[src/rtl/per_rr_arbiter_ot.sv]
// per_rr_arbiter_ot
// Round-robin arbiter that serialises N_MASTER request ports onto one
// peripheral slave port. Once a master is presented to the slave it stays
// selected until the slave grants it. An outstanding counter limits how many
// accepted transactions may still be waiting for a response. Responses are
// routed back to the originating master by a one-hot ID.
//
// Ports
//   clk, rst                   clock, synchronous active-high reset
//   data_req_i/add/wen/wdata/be  per-master request and payload (packed, master 0 in LSBs)
//   data_gnt_o                 per-master grant (combinational from data_gnt_i)
//   data_r_valid_o             per-master response valid (ID masked by valid)
//   data_req_o, payload, ID    request presented to the slave
//   data_gnt_i                 slave accepts the presented request
//   data_r_valid_i, data_r_ID_i  slave response and one-hot target ID
//   outstanding_o              accepted-but-unanswered transaction count
//   err_o                      sticky protocol-error flag
module per_rr_arbiter_ot #(
  parameter int N_MASTER        = 4,
  parameter int ADDR_WIDTH      = 32,
  parameter int DATA_WIDTH      = 32,
  parameter int BE_WIDTH        = DATA_WIDTH / 8,
  parameter int ID_WIDTH        = N_MASTER,
  parameter int MAX_OUTSTANDING = 2
) (
  input  logic                                   clk,
  input  logic                                   rst,
  input  logic [N_MASTER-1:0]                    data_req_i,
  input  logic [N_MASTER*ADDR_WIDTH-1:0]         data_add_i,
  input  logic [N_MASTER-1:0]                    data_wen_i,
  input  logic [N_MASTER*DATA_WIDTH-1:0]         data_wdata_i,
  input  logic [N_MASTER*BE_WIDTH-1:0]           data_be_i,
  output logic [N_MASTER-1:0]                    data_gnt_o,
  output logic [N_MASTER-1:0]                    data_r_valid_o,
  output logic                                   data_req_o,
  output logic [ADDR_WIDTH-1:0]                  data_add_o,
  output logic                                   data_wen_o,
  output logic [DATA_WIDTH-1:0]                  data_wdata_o,
  output logic [BE_WIDTH-1:0]                    data_be_o,
  output logic [ID_WIDTH-1:0]                    data_ID_o,
  input  logic                                   data_gnt_i,
  input  logic                                   data_r_valid_i,
  input  logic [ID_WIDTH-1:0]                    data_r_ID_i,
  output logic [$clog2(MAX_OUTSTANDING+1)-1:0]   outstanding_o,
  output logic                                   err_o
);

  localparam int PTR_W = $clog2(N_MASTER);
  localparam int CNT_W = $clog2(MAX_OUTSTANDING + 1);
  localparam logic [CNT_W-1:0] CNT_MAX  = CNT_W'(MAX_OUTSTANDING);
  localparam logic [PTR_W-1:0] IDX_LAST = PTR_W'(N_MASTER - 1);

  typedef enum logic [0:0] {
    IDLE   = 1'b0,
    LOCKED = 1'b1
  } state_t;

  // Explicit wrap so non-power-of-two master counts never reach index N_MASTER.
  function automatic logic [PTR_W-1:0] wrap_inc(input logic [PTR_W-1:0] idx);
    logic [PTR_W-1:0] res;
    if (idx == IDX_LAST) begin
      res = {PTR_W{1'b0}};
    end else begin
      res = idx + PTR_W'(1'b1);
    end
    return res;
  endfunction

  function automatic logic is_onehot(input logic [ID_WIDTH-1:0] v);
    return $onehot(v);
  endfunction

  state_t           state_r, state_n_s;
  logic [PTR_W-1:0] rr_ptr_r, rr_ptr_n_s;
  logic [PTR_W-1:0] lock_idx_r, lock_idx_n_s;
  logic [CNT_W-1:0] cnt_r, cnt_n_s;
  logic             err_r, err_n_s;

  logic [PTR_W-1:0] scan_idx_s;
  logic [PTR_W-1:0] win_idx_s;
  logic             win_found_s;
  logic [PTR_W-1:0] sel_idx_s;
  logic             sel_valid_s;
  logic             full_s;
  logic             req_s;
  logic             hs_s;
  logic             drop_err_s;
  logic             underflow_s;
  logic             bad_id_s;

  // Round-robin scan: first requester at or after rr_ptr, wrapping to 0.
  always_comb begin
    win_idx_s   = {PTR_W{1'b0}};
    win_found_s = 1'b0;
    scan_idx_s  = rr_ptr_r;
    for (int i = 0; i < N_MASTER; i++) begin
      if (!win_found_s && data_req_i[scan_idx_s]) begin
        win_found_s = 1'b1;
        win_idx_s   = scan_idx_s;
      end else begin
        win_found_s = win_found_s;
      end
      scan_idx_s = wrap_inc(scan_idx_s);
    end
  end

  // Selection, slave-side request and handshake. The full check uses the
  // registered count so a same-cycle response cannot open a grant.
  always_comb begin
    if (state_r == LOCKED) begin
      sel_idx_s   = lock_idx_r;
      sel_valid_s = data_req_i[lock_idx_r];
    end else begin
      sel_idx_s   = win_idx_s;
      sel_valid_s = win_found_s;
    end
    full_s = (cnt_r == CNT_MAX);
    req_s  = sel_valid_s & ~full_s;
    hs_s   = req_s & data_gnt_i;
  end

  // Output muxing: payload forced to zero when nothing is presented.
  always_comb begin
    data_req_o     = req_s;
    data_add_o     = {ADDR_WIDTH{1'b0}};
    data_wen_o     = 1'b0;
    data_wdata_o   = {DATA_WIDTH{1'b0}};
    data_be_o      = {BE_WIDTH{1'b0}};
    data_ID_o      = {ID_WIDTH{1'b0}};
    data_gnt_o     = {N_MASTER{1'b0}};
    data_r_valid_o = data_r_ID_i & {ID_WIDTH{data_r_valid_i}};
    if (req_s) begin
      data_add_o   = data_add_i[int'(sel_idx_s)*ADDR_WIDTH +: ADDR_WIDTH];
      data_wen_o   = data_wen_i[sel_idx_s];
      data_wdata_o = data_wdata_i[int'(sel_idx_s)*DATA_WIDTH +: DATA_WIDTH];
      data_be_o    = data_be_i[int'(sel_idx_s)*BE_WIDTH +: BE_WIDTH];
    end else begin
      data_add_o   = {ADDR_WIDTH{1'b0}};
    end
    for (int i = 0; i < N_MASTER; i++) begin
      data_ID_o[i]  = req_s & (sel_idx_s == PTR_W'(i));
      data_gnt_o[i] = hs_s & (sel_idx_s == PTR_W'(i));
    end
  end

  // Next-state logic for FSM, pointer, outstanding count and error flag.
  always_comb begin
    state_n_s    = state_r;
    lock_idx_n_s = lock_idx_r;
    rr_ptr_n_s   = rr_ptr_r;
    cnt_n_s      = cnt_r;
    drop_err_s   = 1'b0;

    case (state_r)
      IDLE: begin
        if (req_s && !data_gnt_i) begin
          state_n_s    = LOCKED;
          lock_idx_n_s = win_idx_s;
        end else begin
          state_n_s = IDLE;
        end
      end
      LOCKED: begin
        // A locked master must keep requesting until it is granted.
        if (!data_req_i[lock_idx_r]) begin
          state_n_s  = IDLE;
          drop_err_s = 1'b1;
        end else if (hs_s) begin
          state_n_s = IDLE;
        end else begin
          state_n_s = LOCKED;
        end
      end
      default: begin
        state_n_s = IDLE;
      end
    endcase

    if (hs_s) begin
      rr_ptr_n_s = wrap_inc(sel_idx_s);
    end else begin
      rr_ptr_n_s = rr_ptr_r;
    end

    // A response in the same cycle as a handshake at zero count answers the
    // transaction being accepted, so it is not an underflow.
    underflow_s = data_r_valid_i & ~hs_s & (cnt_r == {CNT_W{1'b0}});
    bad_id_s    = data_r_valid_i & ~is_onehot(data_r_ID_i);

    case ({hs_s, data_r_valid_i})
      2'b10: cnt_n_s = cnt_r + CNT_W'(1'b1);
      2'b01: begin
        if (cnt_r == {CNT_W{1'b0}}) begin
          cnt_n_s = {CNT_W{1'b0}};
        end else begin
          cnt_n_s = cnt_r - CNT_W'(1'b1);
        end
      end
      default: cnt_n_s = cnt_r;
    endcase

    err_n_s = err_r | drop_err_s | underflow_s | bad_id_s;
  end

  // State registers with synchronous reset.
  always_ff @(posedge clk) begin
    if (rst) begin
      state_r    <= IDLE;
      rr_ptr_r   <= {PTR_W{1'b0}};
      lock_idx_r <= {PTR_W{1'b0}};
      cnt_r      <= {CNT_W{1'b0}};
      err_r      <= 1'b0;
    end else begin
      state_r    <= state_n_s;
      rr_ptr_r   <= rr_ptr_n_s;
      lock_idx_r <= lock_idx_n_s;
      cnt_r      <= cnt_n_s;
      err_r      <= err_n_s;
    end
  end

  assign outstanding_o = cnt_r;
  assign err_o         = err_r;

endmodule

[config.mk]
export PLATFORM = sky130hd
export DESIGN_NAME = per_rr_arbiter_ot
export DESIGN_NICKNAME = d
export VERILOG_FILES = /design/src/rtl/per_rr_arbiter_ot.sv
export SDC_FILE = /design/constraint.sdc
export NUM_CORES = 1
export LEC_CHECK = 0
export ABC_CLOCK_PERIOD_IN_PS = 9400
export CAP_MARGIN = 0
export CORE_AREA = 2 2 144 146
export CTS_CLUSTER_DIAMETER = 50
export CTS_CLUSTER_SIZE = 30
export DETAILED_ROUTE_END_ITERATION = 16
export DIE_AREA = 0 0 146 148
export PLACE_DENSITY = 0.54
export RECOVER_POWER = 25
export SLEW_MARGIN = 20
export SYNTH_ARGS = -nofsm -noshare
export SYNTH_HDL_FRONTEND = slang
export SYNTH_SLANG_ARGS = --single-unit
export TNS_END_PERCENT = 1
[constraint.sdc]
create_clock -name clk -period 9.4 [get_ports clk]
set_input_delay 2.35 -clock clk [delete_from_list [all_inputs] [get_ports clk]]
set_output_delay 2.35 -clock clk [all_outputs]
set_load 0.02 [all_outputs]
After elaboration in Yosys (flattened, before gate mapping). Index checks and enable logic that the tools add are counted.

Flip-flop bits (word level): 8. Bits of input ports: 288. Output and inout port bits: 85. Logic and storage cells: 104.

$add $sub $neg: 9. $lt $le $gt $ge: 6. Equal/unequal tests: 10. Shift operators: 3. Mux-type cells: 38. Bitwise logic cells: 21. Reduce and logical (&&, ||, !) cells: 12.

Operators with widths (count): $shiftx 128x8->32 (2); $mux 32 (2); $mux 2 (10); $lt 2x3->1 const B (6); $mux 1 (17); $shiftx 16x5->4 (1); $eq 2x2->1 const B (7); $and 1x1->1 (13); $bmux 1 s2 (6); $add 2x1->2 const B (5); $add 1x1->2 (2); $and 4x4->4 (1); $eq 2x1->1 const B (2); $logic_and 1x1->1 (4); $logic_not 1->1 (4); $logic_not 2->1 (2); $mux 4 (1); $not 1->1 (4); $pmux 2 s2 (1); $add 2x2->3 (1); $eq 3x1->1 const B (1); $or 1x1->1 (3); $pmux 1 s2 (1); $reduce_and 2->1 (1); 2 further kinds (2).

Depth between registers and ports, before layout. Gate-level depths: netlist of the first run.

Depth after elaboration: 20. Depth in mapped cells: 11.

Worst setup path before layout of the first run. Ideal clock, no wire load.

Kind: input-to-output. From: in data_req_i[3]. To: out data_wdata_o[20]. Arrival: 4.228 ns. Path slack: 2.822 ns. Stages on the path: 8. Path buffers: 2. Path through: mux4_2 -> a2111oi_2 -> o31ai_4 -> inv_2 -> nand2_1 -> buf_2 -> buf_2 -> o22ai_1.

Cells in the longest elaborated chain, start to end: 15. Elaborated cells between the ends (all ways): 29. Classes of those cells: 1 x shift; 21 x mux; 1 x bitwise; 6 x reduce/logical.

RTL lines: from (decl) (RTL line 28) `input logic [N_MASTER-1:0] data_req_i,`; $bmux 1 s2 (RTL line 97) `if (!win_found_s && data_req_i[scan_idx_s]) begin`; $mux 1 (not written as such) (RTL line 97); $mux 1 (RTL line 97); $logic_not 1->1 (RTL line 97); $logic_and 1x1->1 (RTL line 97); $mux 1 (RTL line 97); $logic_not 1->1 (RTL line 97); $logic_and 1x1->1 (RTL line 97); $mux 1 (RTL line 97); $logic_not 1->1 (RTL line 97); $logic_and 1x1->1 (RTL line 97); $mux 2 or $mux 1 (tied branches) (RTL line 97); $mux 2 or $mux 1 (tied branches) (RTL line 110) `if (state_r == LOCKED) begin`; $shiftx 128x8->32 or $and 1x1->1 (tied branches) (RTL line 135, 118); $mux 32 (*) (RTL line 132) `if (req_s) begin`; to (decl) (RTL line 38) `output logic [DATA_WIDTH-1:0] data_wdata_o,`.

Mark *: on every way between the ends. The rest lies on a longest branch, timed or not. The select of a mux whose other input is x is not followed.

Worst setup path in the final report of the first run.
From: in data_req_i[1]. To: out data_wdata_o[4].

The elaborated chain is that of the path after synthesis.

==> flow_summary.json, run 1 <==
{
  "cts_made_buffers": 3,
  "dieArea_um2": 21600,
  "critPathTopFamily": "buffers and inverters",
  "grt_antenna_before_repair": 0,
  "antennaDiodeCount": 0,
  "dr.pass1.iters": 4,
  "fin_util": 0.349,
  "fin_skew_ns": 0.00117,
  "cp_max_fo": 43,
  "critPathArrivalTime_ns": 6.39,
  "synth_common_cells": "mux2i_1, o22ai_1, clkbuf_1, ha_1, inv_1",
  "gp_congestion": 0.771,
  "cts_tree": "done",
  "synth_edf_count": 0,
  "synth_seq_cells": 8,
  "rsz0062_at_grt": "no",
  "io_pins": 373,
  "crit_path_end_kind": "output port",
  "finalSetupTns_ns": 0,
  "viasPerCell": 4.28,
  "die_h_um": 148,
  "start_kind": "input pin",
  "syn_nets": 653,
  "critPathKind": "in2out",
  "cts_setup_buffers": 0,
  "drtAntennaViolNets": 0,
  "holdPathStages": 2,
  "vias": 4160,
  "h-tree-depth": 1,
  "wire_per_inst_um": 16.6,
  "numClockSinks": 8,
  "drive_above_1_share": 0.0285,
  "synth_cells": 353,
  "place_hpwl_um": 13400,
  "ys.flop_type": "dfxtp_1",
  "crit_buf_inv": 4,
  "ys_warn_count": 0,
  "regToRegStartpoint": "rr_ptr_r[0]",
  "num_rows": 52,
  "power_density_nw_per_um2": 397,
  "fmaxAchievable_mhz": 114,
  "worst_path_largest_cell_delay_ns": 0.81,
  "root_buffer": "clkbuf_16",
  "synthDominantCellAreaShare": 0.468,
  "ctsResizeCount": 0,
  "hold_viol": 0,
  "path_clk_slew_ns": 0.04,
  "areaGrowthSynthToFinish_pct": 127,
  "core_area_um2": 20000,
  "power.leakage_nw": 3.03,
  "grt_pass1_wl_um": 24300,
  "worstRegToRegCells": 8,
  "power_mw": 2.78,
  "synth.cell_area_um2": 3080,
  "detail_route.iter0.violations": 111,
  "peakVddDrop_mv": 0.151,
  "grt_pass1_vias": 4297,
  "worstHoldStart": "lock_idx_r[1]",
  "slew_viol_final": 0,
  "io_buffers": 372,
  "clk_latency_ns": 0.23,
  "die_w_um": 146,
  "drv_cap": 0,
  "r2r-end": "rr_ptr_r[0]",
  "yosysMostFrequentCell": "mux2i_1",
  "initial_core_util": 0.154,
  "place_ws_ns": 1.00,
  "cts_hold_buf": 0,
  "outcome": "finished, final reports clean",
  "synth_area_leader_cell": "mux2i_1",
  "gr-total-overflow": 0,
  "layout_setup_ws_ns": 0.662,
  "period_minus_slack_ns": 8.74,
  "grt_usage": 0.139,
  "synthTopCellsByArea": "mux2i_1, o22ai_1, dfxtp_1, ha_1, buf_8",
  "fin_crit_sh": 0.930,
  "synth_async_sr_flop_share": 0,
  "drc_errors": 0,
  "slowest_stage": "a2111oi_0",
  "setup_viol": 0,
  "critPathRequiredTime_ns": 7.05,
  "grt_max_degree": 46,
  "fill_cells": 2106,
  "wl_um": 16100,
  "worst_pin_slew_ns": 1.01,
  "min_to": "lock_idx_r[1]",
  "avgSynthCellArea_um2": 8.72,
  "ys_types": 44,
  "hold_path.class": "reg2reg",
  "relSlewSlack": 0.311,
  "clk_path_buf_depth": 2,
  "ys_seq_area_frac": 0.0520,
  "path_cells": "dlygate4sd3_1 -> mux4_2 -> a2111oi_0 -> o31ai_4 -> inv_1 -> nand2_2 -> buf_12 -> o22ai_1 -> clkdlybuf4s50_1",
  "r2r_slack_ns": 6.27,
  "layout.nets": 1004
}
layer usage:
metal	share of wire	global-route usage	up-vias
li1	-	-	2083
met1	0.39	0.165	1857
met2	0.52	0.263	216
met3	0.085	0.0340	4
met4	0.0022	0.0107	0
met5	0	0	-
layout make-up:
cell class	count	area (um^2)	share of cell area
tap	270	338	0.0482
inverter	11	46.3	0.00661
clock buffer	3	75.1	0.0107
sequential	8	160	0.0229
multi-input combinational	300	2550	0.364
timing repair buffer	380	3830	0.548
tightest hold or removal path: stages, from the launching register on:
cell	delay, ns
dfxtp_1	0.32
nor2_1	0.10
a211oi_1	0.05
cell families (layout without fill, tap and decap cells):
kind of cell	after synthesis	in the layout	share of synthesized area
multiplexers	146	146	0.483
AO/OA/AOI/OAI	101	101	0.225
adder cells (fa/ha/maj)	12	12	0.0512
buffers and inverters	45	394	0.117
flip-flops	8	8	0.0520
AND/OR/NAND/NOR	41	41	0.0716
state kept, by name (all words and copies together) (netlist names):
name	flops
err_o	1
lock_idx_r	2
outstanding_o	2
rr_ptr_r	2
state_r	1
layout by cell type, fill, tap and decap left out, drive strengths merged, types with 4 or more instances in the layout:
cell type / synthesis / layout
nor2: 7 / 7
nand2b: 6 / 6
buf: 20 / 8
dlygate4sd3: 0 / 15
and2: 8 / 8
mux2i: 144 / 144
dfxtp: 8 / 8
a21oi: 5 / 5
a211oi: 6 / 6
and3: 4 / 4
inv: 11 / 11
ha: 11 / 11
clkdlybuf4s50: 0 / 357
nand2: 7 / 7
o21ai: 5 / 5
o22ai: 69 / 69
where the power goes:
| group | total [mW] | internal, mW | switching, mW |
|---|---|---|---|
| Clock | 0.0721 | 0.0549 | 0.0172 |
| Sequential | 0.0657 | 0.0467 | 0.0191 |
| Combinational | 2.64 | 1.25 | 1.39 |
through the flow:
step	instance area (um^2)	hold WS, ns	cells
after floorplan	3080	0.491	353
after global placement	6940	0.525	969
after detailed placement	6940	0.523	969
after CTS	7010	0.537	972
after global routing	7000	0.553	972
final	7000	0.530	972
how the worst max path moves through the flow:
| stage | startpoint | endpoint | slack (ns) | cells past startpoint |
|---|---|---|---|---|
| 2_1_floorplan | data_req_i[3] | data_wdata_o[20] | 2.82 | 8 |
| 3_3_place_gp | data_req_i[3] | data_wdata_o[4] | 1.03 | 9 |
| 3_5_place_dp | data_req_i[3] | data_wdata_o[4] | 1.00 | 9 |
| 4_1_cts | data_req_i[3] | data_wdata_o[4] | 1.01 | 9 |
| 5_1_grt | data_req_i[1] | data_wdata_o[4] | 0.43 | 9 |
| 6_report | data_req_i[1] | data_wdata_o[4] | 0.66 | 9 |
No activity file was read; power rests on OpenSTA's default activity.
==> run 2, diff against run 1 <==
--- a/config.mk
+++ b/config.mk
@@ -9,7 +9,7 @@
 export CAP_MARGIN = 0
 export CORE_AREA = 2 2 144 146
 export CTS_CLUSTER_DIAMETER = 50
-export CTS_CLUSTER_SIZE = 30
+export CTS_CLUSTER_SIZE = 40
 export DETAILED_ROUTE_END_ITERATION = 16
 export DIE_AREA = 0 0 146 148
 export PLACE_DENSITY = 0.54
==> results of run 2 <==
Same layout as run 1: the final DEF is identical, and so are final timing and power.
==> run 3, diff against run 2 <==
--- a/config.mk
+++ b/config.mk
@@ -12,7 +12,7 @@
 export CTS_CLUSTER_SIZE = 40
 export DETAILED_ROUTE_END_ITERATION = 16
 export DIE_AREA = 0 0 146 148
-export PLACE_DENSITY = 0.54
+export PLACE_DENSITY = 0.61
 export RECOVER_POWER = 25
 export SLEW_MARGIN = 20
 export SYNTH_ARGS = -nofsm -noshare
==> flow_summary.json, run 3 (synthesized netlist as in run 1, its figures left out) <==
{
  "viasPerCell": 4.33,
  "dieArea_um2": 21600,
  "power.leakage_nw": 3.04,
  "period_minus_slack_ns": 8.55,
  "cp_max_fo": 29,
  "fin_area_um2": 6990,
  "outcome": "finished, final reports clean",
  "detail_route.iter0.violations": 113,
  "core_area_um2": 20000,
  "crit_path_end_kind": "output port",
  "final_common_cell": "clkdlybuf4s50_1",
  "hold_path.class": "reg2reg",
  "busiest_layer": "met2",
  "whs_ns": 0.518,
  "power_mw": 2.75,
  "path_clk_slew_ns": 0.04,
  "gp_congestion": 0.826,
  "peakVddDrop_mv": 0.186,
  "fin_crit_sh": 0.909,
  "grt_usage": 0.138,
  "initial_core_util": 0.154,
  "io_pins": 373,
  "cts_tree": "done",
  "h-tree-depth": 1,
  "switching_power_mw": 1.42,
  "pwr-share-comb": 0.950,
  "numClockSinks": 8,
  "dr.pass1.iters": 6,
  "grt_max_degree": 49,
  "slew_viol_final": 0,
  "ctsResizeCount": 0,
  "cts_hold_buf": 0,
  "clk_latency_ns": 0.23,
  "power_density_nw_per_um2": 394,
  "wire_per_inst_um": 16.5,
  "p_seq_frac": 0.024,
  "layout_common_cells": "clkdlybuf4s50_1, mux2i_1, o22ai_1",
  "drive_above_1_share": 0.0326,
  "rsz0062_at_grt": "no",
  "post_dp_cell_area_um2": 6920,
  "cts_setup_buffers": 0,
  "fmaxAchievable_mhz": 117,
  "relSlewSlack": 0.224,
  "pwr-share-clk": 0.026,
  "setup_viol": 0,
  "num_rows": 52,
  "grt_pass1_vias": 4378,
  "grt_antenna_before_repair": 0,
  "place_ws_ns": 1.09,
  "layout_setup_ws_ns": 0.851,
  "fill_cells": 2097,
  "drv_cap": 0,
  "cts_made_buffers": 3,
  "dp_cells": 972,
  "wl_um": 16100,
  "layout.nets": 1007,
  "start_kind": "input pin",
  "die_h_um": 148,
  "critPathArrivalTime_ns": 6.20,
  "worst_pin_slew_ns": 1.14,
  "grtUsageMet1": 0.169,
  "die_w_um": 146,
  "hold_viol": 0,
  "finalSetupTns_ns": 0,
  "drtAntennaViolNets": 0,
  "place_hpwl_um": 13300,
  "critPathRequiredTime_ns": 7.05,
  "clk_path_buf_depth": 2,
  "gr-total-overflow": 0,
  "root_buffer": "clkbuf_16",
  "layout.cells.non_filler": 975,
  "p_sw_frac": 0.515,
  "grt_pass1_wl_um": 24300,
  "use_met2": 0.251,
  "io_buffers": 372,
  "globalRouteMet3Util": 0.0309,
  "antennaDiodeCount": 0,
  "areaGrowthSynthToFinish_pct": 127,
  "critPathKind": "in2out",
  "drc_errors": 0,
  "fin_util": 0.349,
  "p_int_mw": 1.34,
  "vias": 4226,
  "fin_skew_ns": 0.00330
}
[run 3: final cells by class]
cell class	instances	area [um^2]	share of cell area
clock buffer	3	75.1	0.0107
inverter	11	46.3	0.00663
multi-input combinational	300	2550	0.365
sequential	8	160	0.0229
tap	270	338	0.0484
timing repair buffer	383	3820	0.547
[run 3: power by group through the flow]
stage / sequential [mW] / clock (mW) / combinational, mW
floorplan: 0.0645 / 0 / 1.70
global placement: 0.0665 / 0 / 2.66
detailed placement: 0.0659 / 0 / 2.66
CTS: 0.0656 / 0.0730 / 2.67
global route: 0.0674 / 0.0742 / 2.79
finish: 0.0649 / 0.0719 / 2.62
[run 3: per-layer routing]
| metal | routed length, um | part of all wire |
|---|---|---|
| met4 | 198 | 0.012 |
| met2 | 8150 | 0.51 |
| met3 | 1190 | 0.074 |
| met5 | 0 | 0 |
| met1 | 6560 | 0.41 |
[run 3: final timing paths]
kind,startpoint,endpoint,slack (ns),cells past startpoint
worst min register to register,lock_idx_r[1],lock_idx_r[1],0.52,2
worst min-delay path,lock_idx_r[1],lock_idx_r[1],0.52,2
worst max register to register,rr_ptr_r[0],rr_ptr_r[0],6.10,8
worst max-delay path,data_req_i[3],data_wdata_o[25],0.85,8
[run 3: worst max-delay path: stages]
cell             delay [ns]
dlygate4sd3_1          0.66
mux4_2                 0.55
a2111oi_0              0.91
o31ai_4                0.18
nand2_2                0.36
buf_4                  0.41
o22ai_1                0.19
clkdlybuf4s50_1        0.57
